`config.mk`:
```
export PLATFORM = sky130hd
export DESIGN_NAME = mem_port_arbiter
export DESIGN_NICKNAME = d
export VERILOG_FILES = /design/src/rtl/mem_arb_pkg.sv /design/src/rtl/mem_arb_wait_cnt.sv /design/src/rtl/mem_port_arbiter.sv
export SDC_FILE = /design/constraint.sdc
export NUM_CORES = 1
export LEC_CHECK = 0
export BUFFER_PORTS_ARGS = -buffer_cell sky130_fd_sc_hd__buf_2
export CAP_MARGIN = 20
export CORE_UTILIZATION = 48
export CTS_CLUSTER_DIAMETER = 30
export DETAILED_ROUTE_END_ITERATION = 12
export PLACE_DENSITY_LB_ADDON = 0.1
export SLEW_MARGIN = 40
export SYNTH_ARGS = -nofsm -noshare
export SYNTH_HDL_FRONTEND = slang
export SYNTH_SLANG_ARGS = --single-unit
```
`constraint.sdc`:
```
create_clock -name clock -period 2.24 [get_ports clock]
set_input_delay 0.112 -clock clock [delete_from_list [all_inputs] [get_ports clock]]
set_output_delay 0.112 -clock clock [all_outputs]
set_load 0.005 [all_outputs]
```
`src/rtl/mem_arb_pkg.sv`:
```
// rtl/mem_arb_pkg.sv - shared state encodings and widths for the memory port arbiter
package mem_arb_pkg;

  // Width of the wait-state counter (WAIT_CYCLES range 0..15)
  localparam int WAIT_W = 4;

  typedef enum logic [1:0] {
    IDLE   = 2'b00,
    BUSY_F = 2'b01,
    BUSY_D = 2'b10
  } arb_state_e;

endpackage

```
`src/rtl/mem_arb_wait_cnt.sv`:
```
// rtl/mem_arb_wait_cnt.sv - loadable down-counter with zero flag for memory wait states
module mem_arb_wait_cnt
  import mem_arb_pkg::*;
#(
  parameter int W = WAIT_W
) (
  input  logic         i_clk,
  input  logic         i_rst_n,
  input  logic         i_load,
  input  logic [W-1:0] i_load_val,
  input  logic         i_dec,
  output logic         o_zero
);

  logic [W-1:0] r_cnt;

  // Load on grant, then count down once per busy cycle, holding at zero
  always_ff @(posedge i_clk or negedge i_rst_n) begin
    if (!i_rst_n) begin
      r_cnt <= '0;
    end else if (i_load) begin
      r_cnt <= i_load_val;
    end else if (i_dec && (r_cnt != '0)) begin
      r_cnt <= r_cnt - 1'b1;
    end
  end

  assign o_zero = (r_cnt == '0);

endmodule

```
`src/rtl/mem_port_arbiter.sv`:
```
// rtl/mem_port_arbiter.sv - shares the single-ported memory between fetch and load/store
// Optional feature macro: MEM_ARB_STARVE_GUARD_EN (forces a fetch grant after STARVE_MAX data grants)
module mem_port_arbiter
  import mem_arb_pkg::*;
#(
  parameter int ADDR_W      = 8,
  parameter int DATA_W      = 8,
  parameter int WAIT_CYCLES = 1,
  parameter int STARVE_MAX  = 4
) (
  input  logic              clock,
  input  logic              reset,
  input  logic              fetch_req,
  input  logic [ADDR_W-1:0] fetch_addr,
  output logic              fetch_gnt,
  output logic              fetch_valid,
  output logic [DATA_W-1:0] fetch_rdata,
  output logic              fetch_stall,
  input  logic              data_req,
  input  logic              data_we,
  input  logic [ADDR_W-1:0] data_addr,
  input  logic [DATA_W-1:0] data_wdata,
  output logic              data_gnt,
  output logic              data_valid,
  output logic [DATA_W-1:0] data_rdata,
  output logic [ADDR_W-1:0] mem_addr,
  output logic [DATA_W-1:0] mem_wdata,
  output logic              mem_read,
  output logic              mem_write,
  input  logic [DATA_W-1:0] mem_rdata
);

  arb_state_e        r_state;
  logic              r_fetch_gnt;
  logic              r_fetch_valid;
  logic [DATA_W-1:0] r_fetch_rdata;
  logic              r_data_gnt;
  logic              r_data_valid;
  logic [DATA_W-1:0] r_data_rdata;
  logic [ADDR_W-1:0] r_mem_addr;
  logic [DATA_W-1:0] r_mem_wdata;
  logic              r_mem_read;
  logic              r_mem_write;

  logic w_idle;
  logic w_force_fetch;
  logic w_grant_d;
  logic w_grant_f;
  logic w_wait_zero;

  assign w_idle = (r_state == IDLE);

`ifdef MEM_ARB_STARVE_GUARD_EN
  localparam int STARVE_W = (STARVE_MAX < 1) ? 1 : $clog2(STARVE_MAX + 1);

  logic [STARVE_W-1:0] r_starve_cnt;

  // Only force fetch while it is actually requesting, so a stale count never blocks data
  assign w_force_fetch = fetch_req & (r_starve_cnt == STARVE_W'(STARVE_MAX));

  // Count data grants that overtake a waiting fetch; cleared by a fetch grant or an idle fetch side
  always_ff @(posedge clock or negedge reset) begin
    if (!reset) begin
      r_starve_cnt <= '0;
    end else if (!fetch_req || w_grant_f) begin
      r_starve_cnt <= '0;
    end else if (w_grant_d) begin
      r_starve_cnt <= r_starve_cnt + 1'b1;
    end
  end
`else
  assign w_force_fetch = 1'b0;

  // STARVE_MAX only takes effect when the starve guard is built in
  if (STARVE_MAX < 0) begin : g_starve_unused
  end
`endif

  assign w_grant_d = w_idle & data_req & ~w_force_fetch;
  assign w_grant_f = w_idle & fetch_req & (~data_req | w_force_fetch);

  mem_arb_wait_cnt #(
    .W (WAIT_W)
  ) u_wait_cnt (
    .i_clk      (clock),
    .i_rst_n    (reset),
    .i_load     (w_grant_d | w_grant_f),
    .i_load_val (WAIT_W'(WAIT_CYCLES)),
    .i_dec      (~w_idle),
    .o_zero     (w_wait_zero)
  );

  // Access sequencer: grant, hold strobes through the wait states, then capture and pulse valid
  always_ff @(posedge clock or negedge reset) begin
    if (!reset) begin
      r_state       <= IDLE;
      r_fetch_gnt   <= 1'b0;
      r_fetch_valid <= 1'b0;
      r_fetch_rdata <= '0;
      r_data_gnt    <= 1'b0;
      r_data_valid  <= 1'b0;
      r_data_rdata  <= '0;
      r_mem_addr    <= '0;
      r_mem_wdata   <= '0;
      r_mem_read    <= 1'b0;
      r_mem_write   <= 1'b0;
    end else begin
      r_fetch_gnt   <= 1'b0;
      r_fetch_valid <= 1'b0;
      r_data_gnt    <= 1'b0;
      r_data_valid  <= 1'b0;
      case (r_state)
        IDLE: begin
          if (w_grant_d) begin
            r_state     <= BUSY_D;
            r_data_gnt  <= 1'b1;
            r_mem_addr  <= data_addr;
            r_mem_wdata <= data_wdata;
            r_mem_read  <= ~data_we;
            r_mem_write <= data_we;
          end else if (w_grant_f) begin
            r_state     <= BUSY_F;
            r_fetch_gnt <= 1'b1;
            r_mem_addr  <= fetch_addr;
            r_mem_wdata <= '0;
            r_mem_read  <= 1'b1;
            r_mem_write <= 1'b0;
          end
        end
        BUSY_F: begin
          if (w_wait_zero) begin
            r_state       <= IDLE;
            r_fetch_rdata <= mem_rdata;
            r_fetch_valid <= 1'b1;
            r_mem_read    <= 1'b0;
            r_mem_write   <= 1'b0;
          end
        end
        BUSY_D: begin
          if (w_wait_zero) begin
            r_state      <= IDLE;
            // Writes leave the last load value in place
            if (r_mem_read) begin
              r_data_rdata <= mem_rdata;
            end
            r_data_valid <= 1'b1;
            r_mem_read   <= 1'b0;
            r_mem_write  <= 1'b0;
          end
        end
        default: begin
          r_state     <= IDLE;
          r_mem_read  <= 1'b0;
          r_mem_write <= 1'b0;
        end
      endcase
    end
  end

  assign fetch_gnt   = r_fetch_gnt;
  assign fetch_valid = r_fetch_valid;
  assign fetch_rdata = r_fetch_rdata;
  assign fetch_stall = fetch_req & ~r_fetch_valid;
  assign data_gnt    = r_data_gnt;
  assign data_valid  = r_data_valid;
  assign data_rdata  = r_data_rdata;
  assign mem_addr    = r_mem_addr;
  assign mem_wdata   = r_mem_wdata;
  assign mem_read    = r_mem_read;
  assign mem_write   = r_mem_write;

endmodule

```
==> flow_metrics.env <==
export IMPL_outcome="complete, no violations"
export IMPL_grt_pass1_vias=1521
export IMPL_num_rows=23
export IMPL_clock_latency_ns=0.29
export IMPL_hold_viol_final=0
export IMPL_p_leak_nw=1.30
export IMPL_internal_power_w=0.00216
export IMPL_die_h_um=66.8
export IMPL_vias=1512
export IMPL_synth_ff_latch_count=44
export IMPL_dr_first_iter_drc_count=52
export IMPL_netlist_top_cells_count="dfrtp_1, mux2_2, a22o_1, a21oi_1, inv_1"
export IMPL_layout_nets=274
export IMPL_dp_hpwl_um=3190
export IMPL_power_switching_w=0.00116
export IMPL_die_area_mm2=0.00446
export IMPL_ir_drop_mv=0.655
export IMPL_n_fill_cell=333
export IMPL_total_power_w=0.00332
export IMPL_drc=0
export IMPL_via_per_inst=5.38
export IMPL_io_buffer_count=75
export IMPL_cts_tree="done"
export IMPL_final_setup_viol_count=0
export IMPL_grt_start_max_net_pins=45
export IMPL_path_delay_family="buffers and inverters"
export IMPL_max_slew_worst_pin_slew_ns=0.552
export IMPL_rsz0062_at_grt="false"
export IMPL_synth_top_area_share_pct=54.7
export IMPL_hp_class="input port to flop"
export IMPL_die_w_um=66.8
export IMPL_swShare_pct=34.9
export IMPL_path_clk_slew_ns=0.08
export IMPL_critPathKind="flop to flop"
export IMPL_use_met1_pct=25.2
export IMPL_drtPass1Iterations=4
export IMPL_cp_required_ns=2.41
export IMPL_crit_buf_inv=2
export IMPL_fin_crit_ns=1.88
export IMPL_htree_levels=2
export IMPL_wirelength_um=4400
export IMPL_p_comb_share_pct=44.9
export IMPL_yosys_top_cells_area="dfrtp_1, mux2_2, a22o_1"
export IMPL_final_max_slew_viol_count=0
export IMPL_p_per_area_mw_per_mm2=1330
export IMPL_finalCritPeriodShare_pct=84.1
export IMPL_clkPwrFrac_pct=14.0
export IMPL_fin_worst_skew_ns=0.00742
export IMPL_drive_above_1_share_pct=51.5
export IMPL_numCtsBuffers=5
export IMPL_use_met3_pct=4.62
export IMPL_syn_inst=152
export IMPL_synthArstFlopShare_pct=100
export IMPL_max_cap_viol_count=0
export IMPL_synth_edf_count=0
export IMPL_gr_usage_met2_pct=37.2
export IMPL_overflow=0
export IMPL_grt_use_total_pct=21.6
export IMPL_antenna_found_initial=0
export IMPL_root_buffer="clkbuf_8"
export IMPL_clock_sink_count=44
export IMPL_ys_warn_count=0
export IMPL_setup_tns_ns=0
export IMPL_io_pins=76
export IMPL_synth_area_mm2=0.00201
export IMPL_wire_per_inst_um=15.7
export IMPL_yosysUniqueCellTypes=33
export IMPL_grt_busiest_layer="met2"
export IMPL_max_slew_margin_pct=63.0
export IMPL_coreArea_mm2=0.00400
export IMPL_crit_top_cell="inv_1"
export IMPL_start_util_pct=50.3
export IMPL_yosys_area_top_type="dfrtp_1"
export IMPL_crit_path_cell_trace="inv_1, ha_1, inv_1, a21oi_1, or4_1"
export IMPL_synth_most_common_cell="dfrtp_1"
export IMPL_syn_mean_instance_area_um2=13.2
export IMPL_place_gp_congestion=0.817
export IMPL_diodes=0
export IMPL_cp_end_kind="flop"
export IMPL_cp_arrival_ns=2.05
export IMPL_drtAntennaViolNets=0
export IMPL_path_max_fanout=15
export IMPL_cp_slowest_stage_delay_ns=0.48
export IMPL_startpoint_type="flop"
export IMPL_area_growth_pct=24.6
export IMPL_yosysSeqAreaShare_pct=54.7
export IMPL_p_seq_share_pct=41.1
export IMPL_synth_ff_type="dfrtp_1"
export IMPL_grt_pass1_wl_um=7000
export IMPL_max_freq_ghz=0.531
export IMPL_cts_buffer_depth=2
export IMPL_syn_num_nets=195
export IMPL_critPathSlowestCell="or4_1"
per-stage QoR:
step / setup slack, ns / utilization (%) / instances / area (um2) / hold WS, ns
floorplan: 0.516 / - / 152 / 2010 / -0.184
global placement: 0.416 / 60.5 / 273 / 2420 / 0.298
detailed placement: 0.364 / 60.5 / 273 / 2420 / 0.140
CTS: 0.333 / 62.7 / 281 / 2510 / 0.0528
global route: 0.197 / 62.7 / 281 / 2510 / 0.0478
finish: 0.357 / 62.7 / 281 / 2510 / 0.0619
kinds of logic (layout without fill, tap and decap cells):
| family | Yosys count | in the layout | synth area share (%) |
|---|---|---|---|
| AOI/OAI and AO/OA | 34 | 34 | 13.4 |
| buffers and inverters | 14 | 93 | 3.85 |
| adders and majority gates | 6 | 6 | 3.73 |
| muxes | 32 | 32 | 17.9 |
| and+or+nand+nor | 22 | 22 | 6.46 |
| DFF | 44 | 44 | 54.7 |
registers in the layout, indices dropped and copies added, names as in the netlist:
register / cells
data_rdata: 8
fetch_rdata: 8
mem_addr: 8
mem_wdata: 8
u_wait_cnt.r_cnt: 4
r_state: 2
data_gnt: 1
data_valid: 1
fetch_gnt: 1
fetch_valid: 1
mem_read: 1
mem_write: 1
cell usage in the layout (no fill, tap or decap), types with 2 or more instances in the layout:
cell,instances
buf_2,74
dfrtp_1,44
mux2_2,32
a22o_1,17
inv_1,7
a21oi_1,7
ha_1,6
clkbuf_8,5
and2_1,3
nand2_1,3
buf_4,3
nor2b_1,2
nor2_1,2
and3_1,2
nor3_1,2
a32o_1,2
path summary, 6_finish.rpt:
| kind | endpoint | cells past startpoint | slack [ns] | from |
|---|---|---|---|---|
| max | u_wait_cnt.r_cnt[0]$_DFFE_PN0P_ | 5 | 0.36 | r_state[0]$_DFFE_PN0P_ |
| min | fetch_rdata[4]$_DFFE_PN0P_ | 2 | 0.06 | mem_rdata[4] |
| max reg2reg | u_wait_cnt.r_cnt[0]$_DFFE_PN0P_ | 5 | 0.36 | r_state[0]$_DFFE_PN0P_ |
| min reg2reg | fetch_rdata[6]$_DFFE_PN0P_ | 1 | 0.50 | fetch_rdata[6]$_DFFE_PN0P_ |
| max in group asynchronous | fetch_rdata[2]$_DFFE_PN0P_ | 2 | 1.52 | reset |
| min in group asynchronous | data_gnt$_DFF_PN0_ | 2 | 0.35 | reset |
metal layers:
metal  vias to the layer above  part of all wire [%]
li1                        716                     -
met1                       733                    42
met2                        55                    51
met3                         8                   5.3
met4                         0                   1.6
met5                         -                     0
area by class of cell:
| cell class | instances | area [um2] | area share (%) |
|---|---|---|---|
| clock buffers | 6 | 72.6 | 2.89 |
| clock inverters | 1 | 5.00 | 0.200 |
| inverters | 8 | 30.0 | 1.20 |
| multi-input cells | 94 | 835 | 33.3 |
| flip-flops and latches | 44 | 1100 | 43.9 |
| well taps | 50 | 62.6 | 2.49 |
| repair buffers | 78 | 403 | 16.1 |
power by group through the flow:
stage / clock network [W] / registers, W / logic (W)
final: 0.000466 / 0.00137 / 0.00149
after global routing: 0.000511 / 0.00141 / 0.00166
after CTS: 0.000481 / 0.00136 / 0.00151
after detailed placement: 0 / 0.00138 / 0.00149
after global placement: 0 / 0.00135 / 0.00144
after floorplan: 0 / 0.00138 / 0.000932
what timing repair did:
action | 4_1_cts | 5_1_grt
hold endpoints to repair | 44 | 0
gates resized for setup | 0 | 0
setup endpoints to repair | 0 | 0
buffers inserted | 0 | 0
hold buffers | 1 | 0
worst reg2reg max path, stage by stage (launching register included):
cell	delay, ns
dfrtp_1	0.38
inv_1	0.09
ha_1	0.30
inv_1	0.39
a21oi_1	0.12
or4_1	0.48
No activity file was read; power rests on OpenSTA's default activity.
